File: config.mk
export PLATFORM = sky130hd
export DESIGN_NAME = writeback_stage
export DESIGN_NICKNAME = d
export VERILOG_FILES = /design/src/rtl/writeback_stage.sv
export SDC_FILE = /design/constraint.sdc
export NUM_CORES = 1
export LEC_CHECK = 0
export ABC_AREA = 1
export CORE_ASPECT_RATIO = 1.75
export CORE_MARGIN = 2
export CORE_UTILIZATION = 50
export DETAILED_ROUTE_END_ITERATION = 10
export GPL_TIMING_DRIVEN = 1
export PLACE_DENSITY_LB_ADDON = 0.15
export SLEW_MARGIN = 20
export SYNTH_ARGS = -nofsm -noshare
export SYNTH_HDL_FRONTEND = slang
export SYNTH_SLANG_ARGS = --single-unit
File: constraint.sdc
create_clock -name I_CLOCK -period 5.19 [get_ports I_CLOCK]
set_input_delay 1.038 -clock I_CLOCK [delete_from_list [all_inputs] [get_ports I_CLOCK]]
set_output_delay 1.038 -clock I_CLOCK [all_outputs]
set_load 0.1 [all_outputs]
File: src/rtl/writeback_stage.sv
`default_nettype none
// ---------------------------------------------------------------------------
// writeback_stage : result select, register file, busy scoreboard, NZP, retire count
// Rev 1.0
// ---------------------------------------------------------------------------
module writeback_stage #(
  parameter int REG_WIDTH    = 16,
  parameter int NUM_REGS     = 16,
  parameter int CNT_WIDTH    = 32,
  parameter int OPCODE_WIDTH = 8
) (
  input  logic                    I_CLOCK,
  input  logic                    I_RESET,
  input  logic                    I_LOCK,
  input  logic [REG_WIDTH-1:0]    I_ALUOut,
  input  logic [REG_WIDTH-1:0]    I_MemOut,
  input  logic [OPCODE_WIDTH-1:0] I_Opcode,
  input  logic [3:0]              I_DestRegIdx,
  input  logic                    I_FetchStall,
  input  logic                    I_DepStall,
  input  logic                    I_IssueValid,
  input  logic [3:0]              I_IssueRegIdx,
  input  logic [3:0]              I_RdIdx1,
  input  logic [3:0]              I_RdIdx2,
  output logic [REG_WIDTH-1:0]    O_RdData1,
  output logic [REG_WIDTH-1:0]    O_RdData2,
  output logic [NUM_REGS-1:0]     O_Busy,
  output logic [2:0]              O_CC,
  output logic [CNT_WIDTH-1:0]    O_RetireCount,
  output logic                    O_WrEn,
  output logic [3:0]              O_WrIdx,
  output logic [REG_WIDTH-1:0]    O_WrData
);

  localparam logic [OPCODE_WIDTH-1:0] OP_ADD   = OPCODE_WIDTH'(8'h00);
  localparam logic [OPCODE_WIDTH-1:0] OP_LDW   = OPCODE_WIDTH'(8'h10);
  localparam logic [OPCODE_WIDTH-1:0] OP_STW   = OPCODE_WIDTH'(8'h11);
  localparam logic [OPCODE_WIDTH-1:0] OP_BRN   = OPCODE_WIDTH'(8'h20);
  localparam logic [OPCODE_WIDTH-1:0] OP_BRNZP = OPCODE_WIDTH'(8'h26);
  localparam logic [OPCODE_WIDTH-1:0] OP_JMP   = OPCODE_WIDTH'(8'h30);
  localparam logic [OPCODE_WIDTH-1:0] OP_NOP   = OPCODE_WIDTH'(8'h3F);

  logic [REG_WIDTH-1:0] regs [NUM_REGS];
  logic                 retire;
  logic                 writes_reg;
  logic                 wr;
  logic [REG_WIDTH-1:0] wb_value;
  logic [2:0]           wb_cc;

  always_comb begin
    writes_reg = 1'b1;
    if (I_Opcode == OP_STW || I_Opcode == OP_JMP || I_Opcode == OP_NOP ||
        (I_Opcode >= OP_BRN && I_Opcode <= OP_BRNZP))
      writes_reg = 1'b0;
  end

  assign retire   = I_LOCK & ~I_FetchStall & ~I_DepStall;
  assign wr       = retire & writes_reg;
  assign wb_value = (I_Opcode == OP_LDW) ? I_MemOut : I_ALUOut;

  always_comb begin
    wb_cc = 3'b001;
    if (wb_value[REG_WIDTH-1])
      wb_cc = 3'b100;
    else if (wb_value == '0)
      wb_cc = 3'b010;
  end

  // Same-cycle bypass lets decode see a result in the cycle it retires.
  assign O_RdData1 = (wr && I_DestRegIdx == I_RdIdx1) ? wb_value : regs[I_RdIdx1];
  assign O_RdData2 = (wr && I_DestRegIdx == I_RdIdx2) ? wb_value : regs[I_RdIdx2];

  always_ff @(negedge I_CLOCK) begin
    if (I_RESET) begin
      for (int i = 0; i < NUM_REGS; i++)
        regs[i] <= '0;
      O_CC          <= 3'b010;
      O_RetireCount <= '0;
      O_WrEn        <= 1'b0;
      O_WrIdx       <= '0;
      O_WrData      <= '0;
    end else begin
      O_WrEn <= wr;
      if (retire)
        O_RetireCount <= O_RetireCount + 1'b1;
      if (wr) begin
        regs[I_DestRegIdx] <= wb_value;
        O_CC               <= wb_cc;
        O_WrIdx            <= I_DestRegIdx;
        O_WrData           <= wb_value;
      end
    end
  end

  // The issue set is ordered after the retire clear so a newer producer wins.
  always_ff @(negedge I_CLOCK) begin
    if (I_RESET) begin
      O_Busy <= '0;
    end else begin
      if (wr)
        O_Busy[I_DestRegIdx] <= 1'b0;
      if (I_LOCK && I_IssueValid)
        O_Busy[I_IssueRegIdx] <= 1'b1;
    end
  end

  logic unused_ok;
  assign unused_ok = ^OP_ADD;

endmodule
`default_nettype wire

* After elaboration in Yosys (flattened, before gate mapping)
Memory sizes are Yosys's and may differ from the RTL's. Cells that the tools add are included.
Word-level totals: register bits after elaboration 72, bits in writable memories 256, input port bits 62, memories 1
Cells by class: $add $sub $neg 1, $lt $le $gt $ge 6, equal/unequal tests 6, multiplexer cells 21, bitwise logic cells 8, reduce and logical (&&, ||, !) cells 11
Memory list:
- regs | words 16, width 16, read ports 2, clocked after Yosys merged registers in 0, wr ports 16, RTL line 43 | logic [REG_WIDTH-1:0] regs [NUM_REGS];
Operator list (number):
- $mux W16 | 7
- $add A32 B1 Y32 const B | 1
- $and A16 B16 Y16 | 1
- $eq A8 B5 Y1 const B | 2
- $eq A8 B6 Y1 const B | 2
- $logic_not A16 Y1 | 1
- $not A16 Y16 | 1
- $or A16 B16 Y16 | 1
- $reduce_or A16 Y1 | 1
- $lt A4 B5 Y1 const B | 2
- $mux W1 | 9
- $demux W1 S4 | 2
- $eq A4 B4 Y1 | 2
- $ge A4 B1 Y1 const B | 2
- $ge A8 B6 Y1 const B | 1
- $le A8 B6 Y1 const B | 1
- $logic_and A1 B1 Y1 | 6
- $mux W4 | 1
- $and A1 B1 Y1 | 3
- $logic_or A1 B1 Y1 | 3
- $mux W3 | 1
- $mux W2 | 1
- $not A1 Y1 | 2

* Depth between registers and ports, before layout
depth after elaboration 11, depth in mapped cells 13, gate-level depth less buffers 12

==> metrics.yaml <==
status: "finished with violations"
violations: "setup timing"
worst_slack_ps: -738
syn-num-nets: 2205
clock_sinks: 327
drive_above_1_share_pct: 23.5
synth-seq-area-share_pct: 51.4
post_drt_via_cell_ratio: 6.12
die-area_um2: 37000
cpMaxStageDelayCell: "edfxtp_1"
tightest_slew_ps: 827
hold_path_end: "O_Busy[4]"
initial_core_util_pct: 50.5
crit_path_start_kind: "flip-flop"
path_cells: "nand2_1 > o21ai_1 > a21oi_1 > buf_4 > a21oi_4 > o21ai_4 > o31ai_1 > nand2_1 > nand2_2 > buf_12"
syn_inst: 2142
crit_top_cell: "nand2_1"
vias: 19802
ys.warnings.count: 0
drt_first_pass_iters: 6
die_w_um: 146
crit_type: "reg2out"
worstSetupEndpointType: "output port"
clk_pin_slew_ps: 50
irDropWorstVdd_mv: 0.334
hold_path.class: "reg2reg"
clock_path_buffers: 3
grt_pass1_vias: 19745
fin_hold_ws_ps: 466
track_usage_pct: 40.4
wl_per_cell_um: 24.6
hpwl_um: 50800
antenna_found_initial: 0
core_area_um2: 35100
port_buffers: 165
drv_slew: 0
ys_ff_latch: 327
crit_path_max_incr_delay_ps: 350
pwr_density_cell_nw_per_um2: 324
cp.required_ps: 4150
clk_latency_ps: 640
r2r.worst_path.cells: 9
fin_util_pct: 73.5
hold_path_startpoint: "O_Busy[4]"
n_fill_cell: 2644
hold_buffers: 0
numCtsBuffers: 31
num_rows: 91
cts_tree: "built"
routabilityCongestion: 0.971
p_total_mw: 8.35
rsz0062_at_grt: "true"
ys_types: 45
wl_um: 79500
drt_iter0_markers: 2619
cap_violations: 0
leakagePower_nw: 11.1
worstPathMaxFanout: 2
multi_input_area_um2: 8870
fin_nets: 2807
regArea_um2: 9110
reg2reg_to: "O_RetireCount[20]"
final-setup-viol-count: 33
syn_avg_cell_area_um2: 8.27
r2r-start: "O_RetireCount[0]"
grt_pass1_wl_um: 111000
skew_ps: 26.4
cts_root_buffer: "clkbuf_16"
place_area_um2: 22200
crit_arrival_ps: 4890
antenna_left: 0
cts_max_level: 1
drc_errors: 0
io_pins: 166
grt_max_degree: 86
die_h_um: 253
max_slew_margin_pct: 44.8
area_delta_synth_final_pct: 45.6
final_cell_area_um2: 25800
hold_depth: 2
syn_area_um2: 17700
antennaDiodeCount: 0
overflow: 0
finalHoldViolCount: 0
r2r_slack_ps: 2710
==> how the worst max path moves through the flow <==
stage                                    to   startpoint  slack [ps]  cells after the start
after detailed placement  O_RetireCount[31]       I_LOCK        -650                     13
after floorplan               O_RdData2[10]  regs[5][10]        -210                      6
after global placement    O_RetireCount[31]       I_LOCK        -630                     13
final                         O_RdData2[12]  regs[9][12]        -740                     10
after CTS                      O_RdData2[4]  regs[10][4]        -670                     10
after global routing           O_RdData2[4]  regs[10][4]        -780                     10
==> per-layer routing <==
metal	global-route usage, %	wire length (um)	share of wire [%]
met5	0	0	0
met4	37.3	8120	10
met1	40.6	23500	30
met3	9.06	8790	11
met2	69.2	39000	49
==> cell usage in the layout, fill, tap and decap left out, types with 35 or more instances in the layout <==
master           synthesis  layout
a21oi_1                 79      53
buf_12                   0      98
buf_4                    7     227
clkbuf_16                0      36
clkdlybuf4s50_1          0      54
dfxtp_1                 71      71
edfxtp_1               256     256
inv_1                   78     405
nand2_1                237     204
nand3_1                 85      65
nor2_1                 615     602
o21ai_0                275     185
o21ai_1                 14      59
o21ai_2                  2      39
o221ai_1                54      35
o22ai_1                 38      37
==> flip-flops by register name, summed over array words and instances (netlist names) <==
register,cells
O_WrIdx,4
O_Busy,16
O_WrData,15
O_CC,3
O_RetireCount,32
O_WrEn,1
regs,256
==> synth_stat cells <==
cell type	instances	share of area (%)
a211oi_2	12	0.85
a21oi_1	79	2.2
nor2_2	11	0.39
o31ai_1	10	0.42
buf_6	3	0.19
o22a_1	3	0.15
or2_2	1	0.035
nor2_1	615	13
inv_4	1	0.035
a211oi_1	4	0.17
buf_2	60	1.7
xor2_1	12	0.59
inv_1	78	1.7
o221ai_1	54	2.7
nand3_1	85	2.4
o211ai_1	11	0.47
nand2_1	237	5.0
or3_1	1	0.035
inv_2	3	0.064
nor2_8	1	0.11
xnor2_1	9	0.45
clkinv_1	19	0.40
nor4_1	2	0.071
o21ai_2	2	0.099
ha_1	1	0.071
edfxtp_1	256	43
a31oi_1	18	0.64
nor3_1	14	0.40
buf_1	10	0.21
and3b_1	1	0.049
o22ai_1	38	1.3
o21a_1	2	0.085
and3_1	2	0.071
nand2_4	7	0.45
nand3b_1	1	0.042
o21ai_0	275	7.8
buf_4	7	0.30
o21ai_1	14	0.40
nand4_1	8	0.28
dfxtp_1	71	8.0
nand3_4	9	0.89
clkbuf_1	84	1.8
a21oi_4	1	0.092
nand2_2	7	0.25
nor2_4	3	0.19
==> through the flow <==
stage	cells	setup TNS [ps]	setup slack (ps)
6_report	3233	-18240	-738
4_1_cts	3216	-17040	-668
2_1_floorplan	2142	-1310	-205
3_5_place_dp	2838	-299760	-649
3_3_place_gp	2838	-279750	-632
5_1_grt	3233	-21700	-785
==> critical path, delay by kind of cell, from the launching register on <==
kind | cells | cell delay, ps
AOI/OAI and AO/OA | 5 | 680
DFF | 1 | 350
buffers and inverters | 2 | 340
and+or+nand+nor | 3 | 280
==> cell families (layout without fill, tap and decap cells) <==
kind of cell             count (synthesis)  count (layout)  synth area share, %
XOR/XNOR                                21              21                 1.04
adder cells (fa/ha/maj)                  1               1               0.0707
buffers and inverters                  265             881                 6.33
AND/OR/NAND/NOR                       1005            1015                 23.7
flip-flops                             327             327                 51.4
AO/OA/AOI/OAI                          523             523                 17.4
==> cell type report <==
cell class	instances	share of cell area, %
sequential	327	35.3
multi-input combinational	1560	34.4
timing repair buffer	397	17.3
clock inverter	353	6.25
clock buffer	31	3.01
tap	465	2.26
inverter	100	1.47
==> what timing repair did <==
| action | 4_1_cts | 5_1_grt |
|---|---|---|
| resized for setup | 194 | 115 |
| cloned | 0 | 13 |
| endpoints found under the setup margin | 36 | 395 |
| pin swaps | 73 | 66 |
| setup buffers | 1 | 7 |
==> where the power goes <==
group | total [mW] | internal [mW] | switching (mW)
sequential | 3.03 | 2.96 | 0.0731
clock | 3.71 | 1.88 | 1.82
combinational | 1.61 | 0.528 | 1.08
total | 8.35 | 5.37 | 2.98
Power figures use the tool's default switching activity.
